==> src/rtl/nn_layer_pkg.sv <==
// Shared types for the layer sequencer: FSM state encoding and the
// default WAIT timeout.
package nn_layer_pkg;

    typedef enum logic [1:0] {
        IDLE   = 2'd0,
        STREAM = 2'd1,
        WAIT   = 2'd2,
        DRAIN  = 2'd3
    } seq_state_t;

    localparam int DEF_WAIT_TIMEOUT = 1024;

endpackage

==> src/rtl/layer_out_capture.sv <==
// Per-neuron result capture: value registers, captured flags, all-captured
// detect and the drain read mux.
// Ports: i_clear clears flags, i_en enables capture, i_neuron_out/
// i_neuron_outvalid are the neuron results, i_rd_idx selects o_rd_data,
// o_all_captured is high once every flag is set.
module layer_out_capture #(
    parameter int numNeuron = 30,
    parameter int dataWidth = 16,
    parameter int IW        = (numNeuron > 1) ? $clog2(numNeuron) : 1
) (
    input  logic                           clk,
    input  logic                           rst,
    input  logic                           i_clear,
    input  logic                           i_en,
    input  logic [numNeuron*dataWidth-1:0] i_neuron_out,
    input  logic [numNeuron-1:0]           i_neuron_outvalid,
    input  logic [IW-1:0]                  i_rd_idx,
    output logic                           o_all_captured,
    output logic [dataWidth-1:0]           o_rd_data
);

    logic [dataWidth-1:0] r_val [numNeuron];
    logic [numNeuron-1:0] r_flag;

    // A repeat pulse simply overwrites the stored value.
    always_ff @(posedge clk or posedge rst) begin
        if (rst) begin
            r_flag <= '0;
            for (int k = 0; k < numNeuron; k++) begin
                r_val[k] <= '0;
            end
        end else if (i_clear) begin
            r_flag <= '0;
        end else if (i_en) begin
            for (int k = 0; k < numNeuron; k++) begin
                if (i_neuron_outvalid[k]) begin
                    r_flag[k] <= 1'b1;
                    r_val[k]  <= i_neuron_out[k*dataWidth +: dataWidth];
                end
            end
        end
    end

    assign o_all_captured = &r_flag;

    always_comb begin
        o_rd_data = '0;
        for (int k = 0; k < numNeuron; k++) begin
            if (i_rd_idx == IW'(k)) begin
                o_rd_data = r_val[k];
            end
        end
    end

endmodule

==> src/rtl/layer_sequencer.sv <==
// Sequences one neural layer pass: streams inputs to all neurons, waits for
// every neuron result, then drains the results serially with valid/ready.
// Ports: start/busy/done/error control, in_addr/in_data input buffer,
// neuron_in/neuron_in_valid broadcast, neuron_out/neuron_outvalid results,
// out_data/out_valid/out_ready result stream.
// Optional LAYER_SEQ_PERF_EN adds a 32-bit busy cycle_count output.
module layer_sequencer
    import nn_layer_pkg::*;
#(
    parameter int numWeight   = 784,
    parameter int numNeuron   = 30,
    parameter int dataWidth   = 16,
    parameter int waitTimeout = DEF_WAIT_TIMEOUT
) (
    input  logic                           clk,
    input  logic                           rst,
    input  logic                           start,
    output logic                           busy,
    output logic [$clog2(numWeight)-1:0]   in_addr,
    input  logic [dataWidth-1:0]           in_data,
    output logic [dataWidth-1:0]           neuron_in,
    output logic                           neuron_in_valid,
    input  logic [numNeuron*dataWidth-1:0] neuron_out,
    input  logic [numNeuron-1:0]           neuron_outvalid,
    output logic [dataWidth-1:0]           out_data,
    output logic                           out_valid,
    input  logic                           out_ready,
    output logic                           done,
    output logic                           error
`ifdef LAYER_SEQ_PERF_EN
    ,
    output logic [31:0]                    cycle_count
`endif
);

    localparam int AW = $clog2(numWeight);
    localparam int IW = (numNeuron > 1) ? $clog2(numNeuron) : 1;
    localparam int TW = $clog2(waitTimeout + 1);

    seq_state_t           r_state;
    logic [AW-1:0]        r_addr;
    logic                 r_tail;
    logic                 r_nvalid;
    logic                 r_done;
    logic                 r_error;
    logic [IW-1:0]        r_idx;
    logic [TW-1:0]        r_wcnt;

    logic                 w_start;
    logic                 w_cap_en;
    logic                 w_all;
    logic                 w_out_valid;
    logic                 w_xfer;
    logic [dataWidth-1:0] w_rd_data;

    assign w_start     = (r_state == IDLE) && start;
    assign w_cap_en    = (r_state == STREAM) || (r_state == WAIT);
    assign w_out_valid = (r_state == DRAIN);
    assign w_xfer      = w_out_valid && out_ready;

    // r_tail marks the extra STREAM cycle in which the last sample
    // (read one cycle after its address) is still on neuron_in.
    always_ff @(posedge clk or posedge rst) begin
        if (rst) begin
            r_state  <= IDLE;
            r_addr   <= '0;
            r_tail   <= 1'b0;
            r_nvalid <= 1'b0;
            r_done   <= 1'b0;
            r_error  <= 1'b0;
            r_idx    <= '0;
            r_wcnt   <= '0;
        end else begin
            r_done   <= 1'b0;
            r_nvalid <= (r_state == STREAM) && !r_tail;
            unique case (r_state)
                IDLE: begin
                    if (w_start) begin
                        r_error <= 1'b0;
                        r_addr  <= '0;
                        r_tail  <= 1'b0;
                        r_state <= STREAM;
                    end
                end
                STREAM: begin
                    if (r_tail) begin
                        r_tail  <= 1'b0;
                        r_addr  <= '0;
                        r_wcnt  <= '0;
                        r_state <= WAIT;
                    end else if (r_addr == AW'(numWeight - 1)) begin
                        r_tail <= 1'b1;
                    end else begin
                        r_addr <= r_addr + 1'b1;
                    end
                end
                WAIT: begin
                    if (w_all) begin
                        r_idx   <= '0;
                        r_state <= DRAIN;
                    end else if (r_wcnt == TW'(waitTimeout - 1)) begin
                        r_error <= 1'b1;
                        r_state <= IDLE;
                    end else begin
                        r_wcnt <= r_wcnt + 1'b1;
                    end
                end
                DRAIN: begin
                    if (w_xfer) begin
                        if (r_idx == IW'(numNeuron - 1)) begin
                            r_idx   <= '0;
                            r_done  <= 1'b1;
                            r_state <= IDLE;
                        end else begin
                            r_idx <= r_idx + 1'b1;
                        end
                    end
                end
                default: r_state <= IDLE;
            endcase
        end
    end

    layer_out_capture #(
        .numNeuron (numNeuron),
        .dataWidth (dataWidth),
        .IW        (IW)
    ) u_capture (
        .clk               (clk),
        .rst               (rst),
        .i_clear           (w_start),
        .i_en              (w_cap_en),
        .i_neuron_out      (neuron_out),
        .i_neuron_outvalid (neuron_outvalid),
        .i_rd_idx          (r_idx),
        .o_all_captured    (w_all),
        .o_rd_data         (w_rd_data)
    );

    assign busy            = (r_state != IDLE);
    assign in_addr         = r_addr;
    assign neuron_in       = r_nvalid ? in_data : '0;
    assign neuron_in_valid = r_nvalid;
    assign out_valid       = w_out_valid;
    assign out_data        = w_out_valid ? w_rd_data : '0;
    assign done            = r_done;
    assign error           = r_error;

`ifdef LAYER_SEQ_PERF_EN
    logic [31:0] r_cycles;

    always_ff @(posedge clk or posedge rst) begin
        if (rst) begin
            r_cycles <= '0;
        end else if (w_start) begin
            r_cycles <= '0;
        end else if (busy) begin
            r_cycles <= r_cycles + 1'b1;
        end
    end

    assign cycle_count = r_cycles;
`endif

endmodule

==> config.mk <==
export PLATFORM = sky130hd
export DESIGN_NAME = layer_sequencer
export DESIGN_NICKNAME = d
export VERILOG_FILES = /design/src/rtl/nn_layer_pkg.sv /design/src/rtl/layer_out_capture.sv /design/src/rtl/layer_sequencer.sv
export SDC_FILE = /design/constraint.sdc
export NUM_CORES = 1
export LEC_CHECK = 0
export ABC_AREA = 1
export CAP_MARGIN = 20
export CORE_MARGIN = 1
export CORE_UTILIZATION = 50
export CTS_BUF_LIST = sky130_fd_sc_hd__clkbuf_4
export DETAILED_ROUTE_END_ITERATION = 7
export PLACE_DENSITY = 0.87
export SYNTH_ARGS = -nofsm -noshare
export SYNTH_HDL_FRONTEND = slang
export SYNTH_HIERARCHICAL = 1
export SYNTH_SLANG_ARGS = --single-unit
==> constraint.sdc <==
create_clock -name clk -period 49.7 [get_ports clk]
set_input_delay 12.425 -clock clk [delete_from_list [all_inputs] [get_ports clk]]
set_output_delay 12.425 -clock clk [all_outputs]
set_load 0.005 [all_outputs]
==> results.sh, run 1 <==
export IMPL_outcome="finished clean"
export IMPL_clk_latency_ns=0.98
export IMPL_critical_path_class="in -> out"
export IMPL_path_cells="clkdlybuf4s50_1 > nand2_1 > inv_1 > clkdlybuf4s50_1"
export IMPL_peakVddDrop_mv=0.04015
export IMPL_cts_root_buffer="clkbuf_4"
export IMPL_synth_top_family_by_area="simple AND/OR/NAND/NOR gates"
export IMPL_clk_pin_slew_ns=0.06
export IMPL_drive_gt1_frac=0.2016
export IMPL_synth_top_cells_by_count="dfrtp_1, nand2_1, mux2_2"
export IMPL_avgSynthCellArea_um2=9.643
export IMPL_io_pins=577
export IMPL_htree_levels=4
export IMPL_synthArstFlopShare=1.000
export IMPL_track_usage=0.3252
export IMPL_fin_skew_ns=0.04749
export IMPL_crit_path_max_fanout=1
export IMPL_max_stage_delay_ns=0.51
export IMPL_slew_limit_headroom=0.2449
export IMPL_maxCapViolations=0
export IMPL_numCtsBuffers=143
export IMPL_cp_end_kind="primary output"
export IMPL_grt_first_pass_wirelength_mm=122.7
export IMPL_drt_pass1_iter_count=6
export IMPL_synth_top_area_cell="dfrtp_1"
export IMPL_syn_area_um2=25010
export IMPL_synth_area_mux_share=0.1630
export IMPL_synth_top_area_share=0.5422
export IMPL_antenna_found_initial=24
export IMPL_synthDistinctLibCells=40
export IMPL_post_cts_resized=0
export IMPL_cpMostUsedCell="clkdlybuf4s50_1"
export IMPL_yosys_most_used_dff="dfrtp_1"
export IMPL_drc_errors=0
export IMPL_cp_arrival_ns=13.58
export IMPL_area_growth_pct=33.13
export IMPL_setup_viol=0
export IMPL_crit_slowest_cell="clkdlybuf4s50_1"
export IMPL_start_util=0.5089
export IMPL_yosysWarnings=6
export IMPL_routed_via_density=5.396
export IMPL_worst_pin_slew_ns=1.133
export IMPL_yosys_area_share_simple=0.1870
export IMPL_drt_total_wl_mm=82.35
export IMPL_core_area_um2=49150
export IMPL_fill_cells=3598
export IMPL_synth_nets=3132
export IMPL_die_area_um2=50920
export IMPL_ys_seq_area_frac=0.5422
export IMPL_wl_per_cell_um=20.47
export IMPL_first_global_vias=21323
export IMPL_cp_required_ns=37.28
export IMPL_startpoint_type="primary input"
export IMPL_cts_path_max_buffers=3
export IMPL_rsz0062_at_grt="false"
export IMPL_cts_setup_buffers=0
export IMPL_place_gp_congestion=0.9054
export IMPL_multi_input_area_um2=10040
export IMPL_cts_hold_buffers=0
export IMPL_ant_nets=0
export IMPL_layout_area_seq_um2=13560
export IMPL_finalNetCount=3783
export IMPL_num_rows=81
export IMPL_dp_slack_ns=23.71
export IMPL_die_h_um=225.7
export IMPL_num_vias=21714
export IMPL_hold_viol=0
export IMPL_synthCells=2594
export IMPL_dieWidth_um=225.7
export IMPL_cts_sinks=542
export IMPL_synth_xor_xnor_area_share=0.001751
export IMPL_dr_first_iter_drc_count=1908
export IMPL_power_density_nw_per_um2=60.91
export IMPL_grt_max_degree=169
export IMPL_synth_edf_count=0
export IMPL_fmax_mhz=38.46
export IMPL_synth_adder_area_share=0.004002
export IMPL_finalSetupTns_ns=0
export IMPL_cts_tree="built"
export IMPL_layout_setup_ws_ns=23.70
export IMPL_hp_class="reg -> reg"
export IMPL_ys_seq_elements=542
export IMPL_synth_top_cells_by_area="dfrtp_1, mux2_2, nand2_1, nor2_1, inv_1"
export IMPL_gr_total_overflow=0
export IMPL_drv_slew=0
export IMPL_synth_compound_area_frac=0.04467
export IMPL_synth_most_common_cell="dfrtp_1"
export IMPL_hpwlAfterDp_mm=60.11
export IMPL_post_route_period_util=0.5232
export IMPL_period_minus_slack_ns=26.00
export IMPL_total_leakage_power_nw=15.16
export IMPL_place_port_buffers=576
## sequential cells by signal (all words and copies together), names as in the netlist
name,count
u_capture/r_val,480
r_tail,1
r_wcnt,11
error,1
in_addr,10
u_capture/r_flag,30
neuron_in_valid,1
r_state,2
done,1
r_idx,5
## cells in the final DEF (no fill, tap or decap), types with 3 or more instances in the layout
cell type        count
ha_1                 8
inv_1              256
a21oi_1            140
nand2_2              3
o21ai_2              3
nand3_1             46
nor2_1             317
nor2_2               9
nor4_1               6
buf_4               25
clkinv_1            18
inv_2               16
diode_2             26
nand2_1            539
or2_2               13
clkbuf_4           206
dfrtp_1            542
o21ai_1              9
clkdlybuf4s50_1    576
nor2_4               7
nor3_1               3
clkinvlp_4           3
xor2_1               4
or2_0               10
nand4_1            126
bufinv_16            3
a21oi_2              4
o21ai_0             53
nor3_2               5
mux2_2             362
## cell families after synthesis
| group | after synthesis |
|---|---|
| simple gates | 1092 |
| flops | 542 |
| buf+inv | 371 |
| mux | 362 |
| compound gates | 214 |
| fa+ha+maj | 8 |
| xor+xnor | 5 |
## worst max-delay path: cells and delay by family
family,cells,cell delay [ns]
buffers and inverters,3,1.08
AND/OR/NAND/NOR,1,0.07
## power breakdown
group	leakage (nW)	total [mW]	internal, mW	switching, mW
logic	7.79	0.878	0.352	0.527
clock network	1.04	0.388	0.204	0.183
registers	6.33	0.762	0.658	0.104
## per-stage QoR
stage          utilization  power (mW)  hold WS (ns)  area (um^2)  instances
5_1_grt             0.6773       2.142        0.5111        33290       4021
6_report            0.6775       2.028        0.4981        33300       4024
2_1_floorplan            -       1.279        0.4645        25010       2594
3_5_place_dp        0.6396       1.621        0.4854        31440       3761
4_1_cts             0.6751       2.016        0.4990        33190       3995
3_3_place_gp        0.6396       1.584        0.4791        31440       3761
## worst paths after layout
| path | from | to | slack (ns) | depth (start not counted) |
|---|---|---|---|---|
| min in group asynchronous | rst | in_addr[2]$_DFFE_PP0P_ | 12.01 | 3 |
| hold / removal | u_capture/r_val[159]$_DFFE_PP0P_ | u_capture/r_val[159]$_DFFE_PP0P_ | 0.50 | 1 |
| hold reg to reg | u_capture/r_val[159]$_DFFE_PP0P_ | u_capture/r_val[159]$_DFFE_PP0P_ | 0.50 | 1 |
| setup reg to reg | r_state[0]$_DFFE_PP0P_ | u_capture/r_val[239]$_DFFE_PP0P_ | 46.23 | 8 |
| max in group asynchronous | rst | u_capture/r_val[240]$_DFFE_PP0P_ | 35.35 | 4 |
| setup / recovery | in_data[1] | neuron_in[1] | 23.70 | 4 |
## area by class of cell
cell class | instances | share of cell area
diodes | 26 | 0.001954
clock buffers | 206 | 0.04644
clock inverters | 28 | 0.006049
inverters | 272 | 0.03096
multi-input cells | 1681 | 0.3015
flip-flops and latches | 542 | 0.4073
well taps | 664 | 0.02495
repair buffers | 605 | 0.1809
## layer usage
layer | vias up | wire [um] | GRT usage
met5 | - | 33 | 0
met4 | 6 | 4569 | 0.1973
met3 | 264 | 6773 | 0.07507
met2 | 1096 | 38320 | 0.4987
met1 | 10515 | 32650 | 0.4203
li1 | 9833 | - | -
Note: power is estimated with default switching activity, not from simulation.
==> run 2, diff against run 1 <==
clock period = 26.9 ns   (was 49.7 ns; I/O delays follow)
==> results.sh, run 2 (synthesis gave the netlist of run 1 again) <==
export IMPL_r2r_start="r_state[0]$_DFFE_PP0P_"
export IMPL_design_area_um2=33360
export IMPL_layout_commonest_cell="clkdlybuf4s50_1"
export IMPL_post_cts_resized=0
export IMPL_cell_internal_pwr_mw=2.233
export IMPL_slew_limit_headroom=0.2394
export IMPL_cts_tree="built"
export IMPL_cts_sinks=542
export IMPL_start_util=0.5089
export IMPL_num_vias=21884
export IMPL_die_h_um=225.7
export IMPL_wl_per_cell_um=20.78
export IMPL_layout_common_cells="clkdlybuf4s50_1, dfrtp_1, nand2_1"
export IMPL_crit_slowest_cell="clkdlybuf4s50_1"
export IMPL_num_rows=81
export IMPL_largest_register_ffs=480
export IMPL_critical_path_class="in -> out"
export IMPL_totalPowerFinal_mw=3.754
export IMPL_routed_via_density=5.425
export IMPL_rsz0062_at_grt="false"
export IMPL_path_cells="clkdlybuf4s50_1 > nand2_1 > inv_1 > clkdlybuf4s50_1"
export IMPL_place_gp_congestion=0.9097
export IMPL_die_area_um2=50920
export IMPL_crit_path_start="in_data[1]"
export IMPL_combPwrFrac=0.433
export IMPL_io_pins=577
export IMPL_finalSetupTns_ns=0
export IMPL_fin_skew_ns=0.04595
export IMPL_p_sw_frac=0.4051
export IMPL_hold_ws_ns=0.5012
export IMPL_fmax_mhz=68.68
export IMPL_first_global_vias=21978
export IMPL_setup_viol=0
export IMPL_gr_total_overflow=0
export IMPL_hold_viol=0
export IMPL_drive_gt1_frac=0.2025
export IMPL_endpoint="neuron_in[1]"
export IMPL_max_stage_delay_ns=0.50
export IMPL_drt_pass1_iter_count=6
export IMPL_cts_setup_buffers=0
export IMPL_clock_power_share=0.189
export IMPL_antenna_found_initial=28
export IMPL_hpwlAfterDp_mm=60.76
export IMPL_peakVddDrop_mv=0.06782
export IMPL_cpMostUsedCell="clkdlybuf4s50_1"
export IMPL_finalNetCount=3784
export IMPL_grt_first_pass_wirelength_mm=125.0
export IMPL_post_route_period_util=0.5413
export IMPL_finalCoreUtilization=0.6786
export IMPL_clk_pin_slew_ns=0.07
export IMPL_dr_first_iter_drc_count=2007
export IMPL_maxCapViolations=0
export IMPL_drt_total_wl_mm=83.82
export IMPL_drc_errors=0
export IMPL_core_area_um2=49150
export IMPL_cp_end_kind="primary output"
export IMPL_area_growth_pct=33.36
export IMPL_cp_required_ns=20.17
export IMPL_ant_nets=0
export IMPL_largest_register="u_capture/r_val"
export IMPL_cts_root_buffer="clkbuf_4"
export IMPL_htree_levels=4
export IMPL_r2r_setup_slack_ns=22.97
export IMPL_startpoint_type="primary input"
export IMPL_crit_path_max_fanout=1
export IMPL_track_usage=0.3309
export IMPL_numCtsBuffers=144
export IMPL_drv_slew=0
export IMPL_outcome="finished clean"
export IMPL_reg2regPathDepth=9
export IMPL_p_sw_mw=1.521
export IMPL_p_seq_frac=0.377
export IMPL_worst_pin_slew_ns=1.141
export IMPL_dieWidth_um=225.7
export IMPL_r2r_end="u_capture/r_val[181]$_DFFE_PP0P_"
export IMPL_place_port_buffers=576
export IMPL_place_area_um2=31460
export IMPL_cts_path_max_buffers=3
export IMPL_grt_max_degree=179
export IMPL_cp_arrival_ns=7.84
export IMPL_clk_latency_ns=0.99
export IMPL_period_minus_slack_ns=14.56
export IMPL_power_density_nw_per_um2=112.5
export IMPL_hp_class="reg -> reg"
export IMPL_cts_hold_buffers=0
export IMPL_total_leakage_power_nw=15.17
export IMPL_top_regs="u_capture/r_val: 480 flops, u_capture/r_flag: 30 flops, r_wcnt: 11 flops"
[run 2: worst min path at each step]
stage,from,to,cells after the start
after floorplan,r_wcnt[10]$_DFFE_PP0P_,r_wcnt[10]$_DFFE_PP0P_,2
after global placement,u_capture/r_val[63]$_DFFE_PP0P_,u_capture/r_val[63]$_DFFE_PP0P_,1
after detailed placement,u_capture/r_val[22]$_DFFE_PP0P_,u_capture/r_val[22]$_DFFE_PP0P_,1
after CTS,u_capture/r_val[22]$_DFFE_PP0P_,u_capture/r_val[22]$_DFFE_PP0P_,1
after global routing,u_capture/r_val[22]$_DFFE_PP0P_,u_capture/r_val[22]$_DFFE_PP0P_,1
final,u_capture/r_val[111]$_DFFE_PP0P_,u_capture/r_val[111]$_DFFE_PP0P_,1
[run 2: metal layers]
layer	routed length [um]	track usage	vias to the layer above
met3	6967	0.08301	252
met5	19	0	-
met2	39170	0.5079	1142
met1	33340	0.4258	10609
li1	-	-	9877
met4	4328	0.1931	4
[run 2: power groups by stage]
stage	clock, mW	sequential (mW)	combinational (mW)
3_3_place_gp	0	1.39	1.52
4_1_cts	0.724	1.41	1.59
5_1_grt	0.769	1.45	1.74
3_5_place_dp	0	1.42	1.58
2_1_floorplan	0	1.36	1.01
6_report	0.711	1.42	1.63
[run 2: stage by stage]
| step | cells | setup WS (ns) |
|---|---|---|
| 4_1_cts | 3997 | 12.33 |
| 3_3_place_gp | 3758 | 12.35 |
| 3_5_place_dp | 3759 | 12.33 |
| 5_1_grt | 4030 | 12.25 |
| 6_report | 4034 | 12.34 |
| 2_1_floorplan | 2594 | 5.932 |
[run 2: layout make-up]
cell class | instances | area, um^2
Inverter | 272 | 1031
Clock inverter | 31 | 175.2
Multi-Input combinational cell | 1681 | 10040
Timing Repair Buffer | 605 | 6083
Antenna cell | 32 | 80.08
Fill cell | 3597 | 15800
Tap cell | 664 | 830.8
Sequential cell | 542 | 13560
Clock buffer | 207 | 1554
[run 2: critical path, delay by kind of cell]
kind	cells	cell delay [ns]
AND/OR/NAND/NOR	1	0.05
buffers and inverters	3	1.05
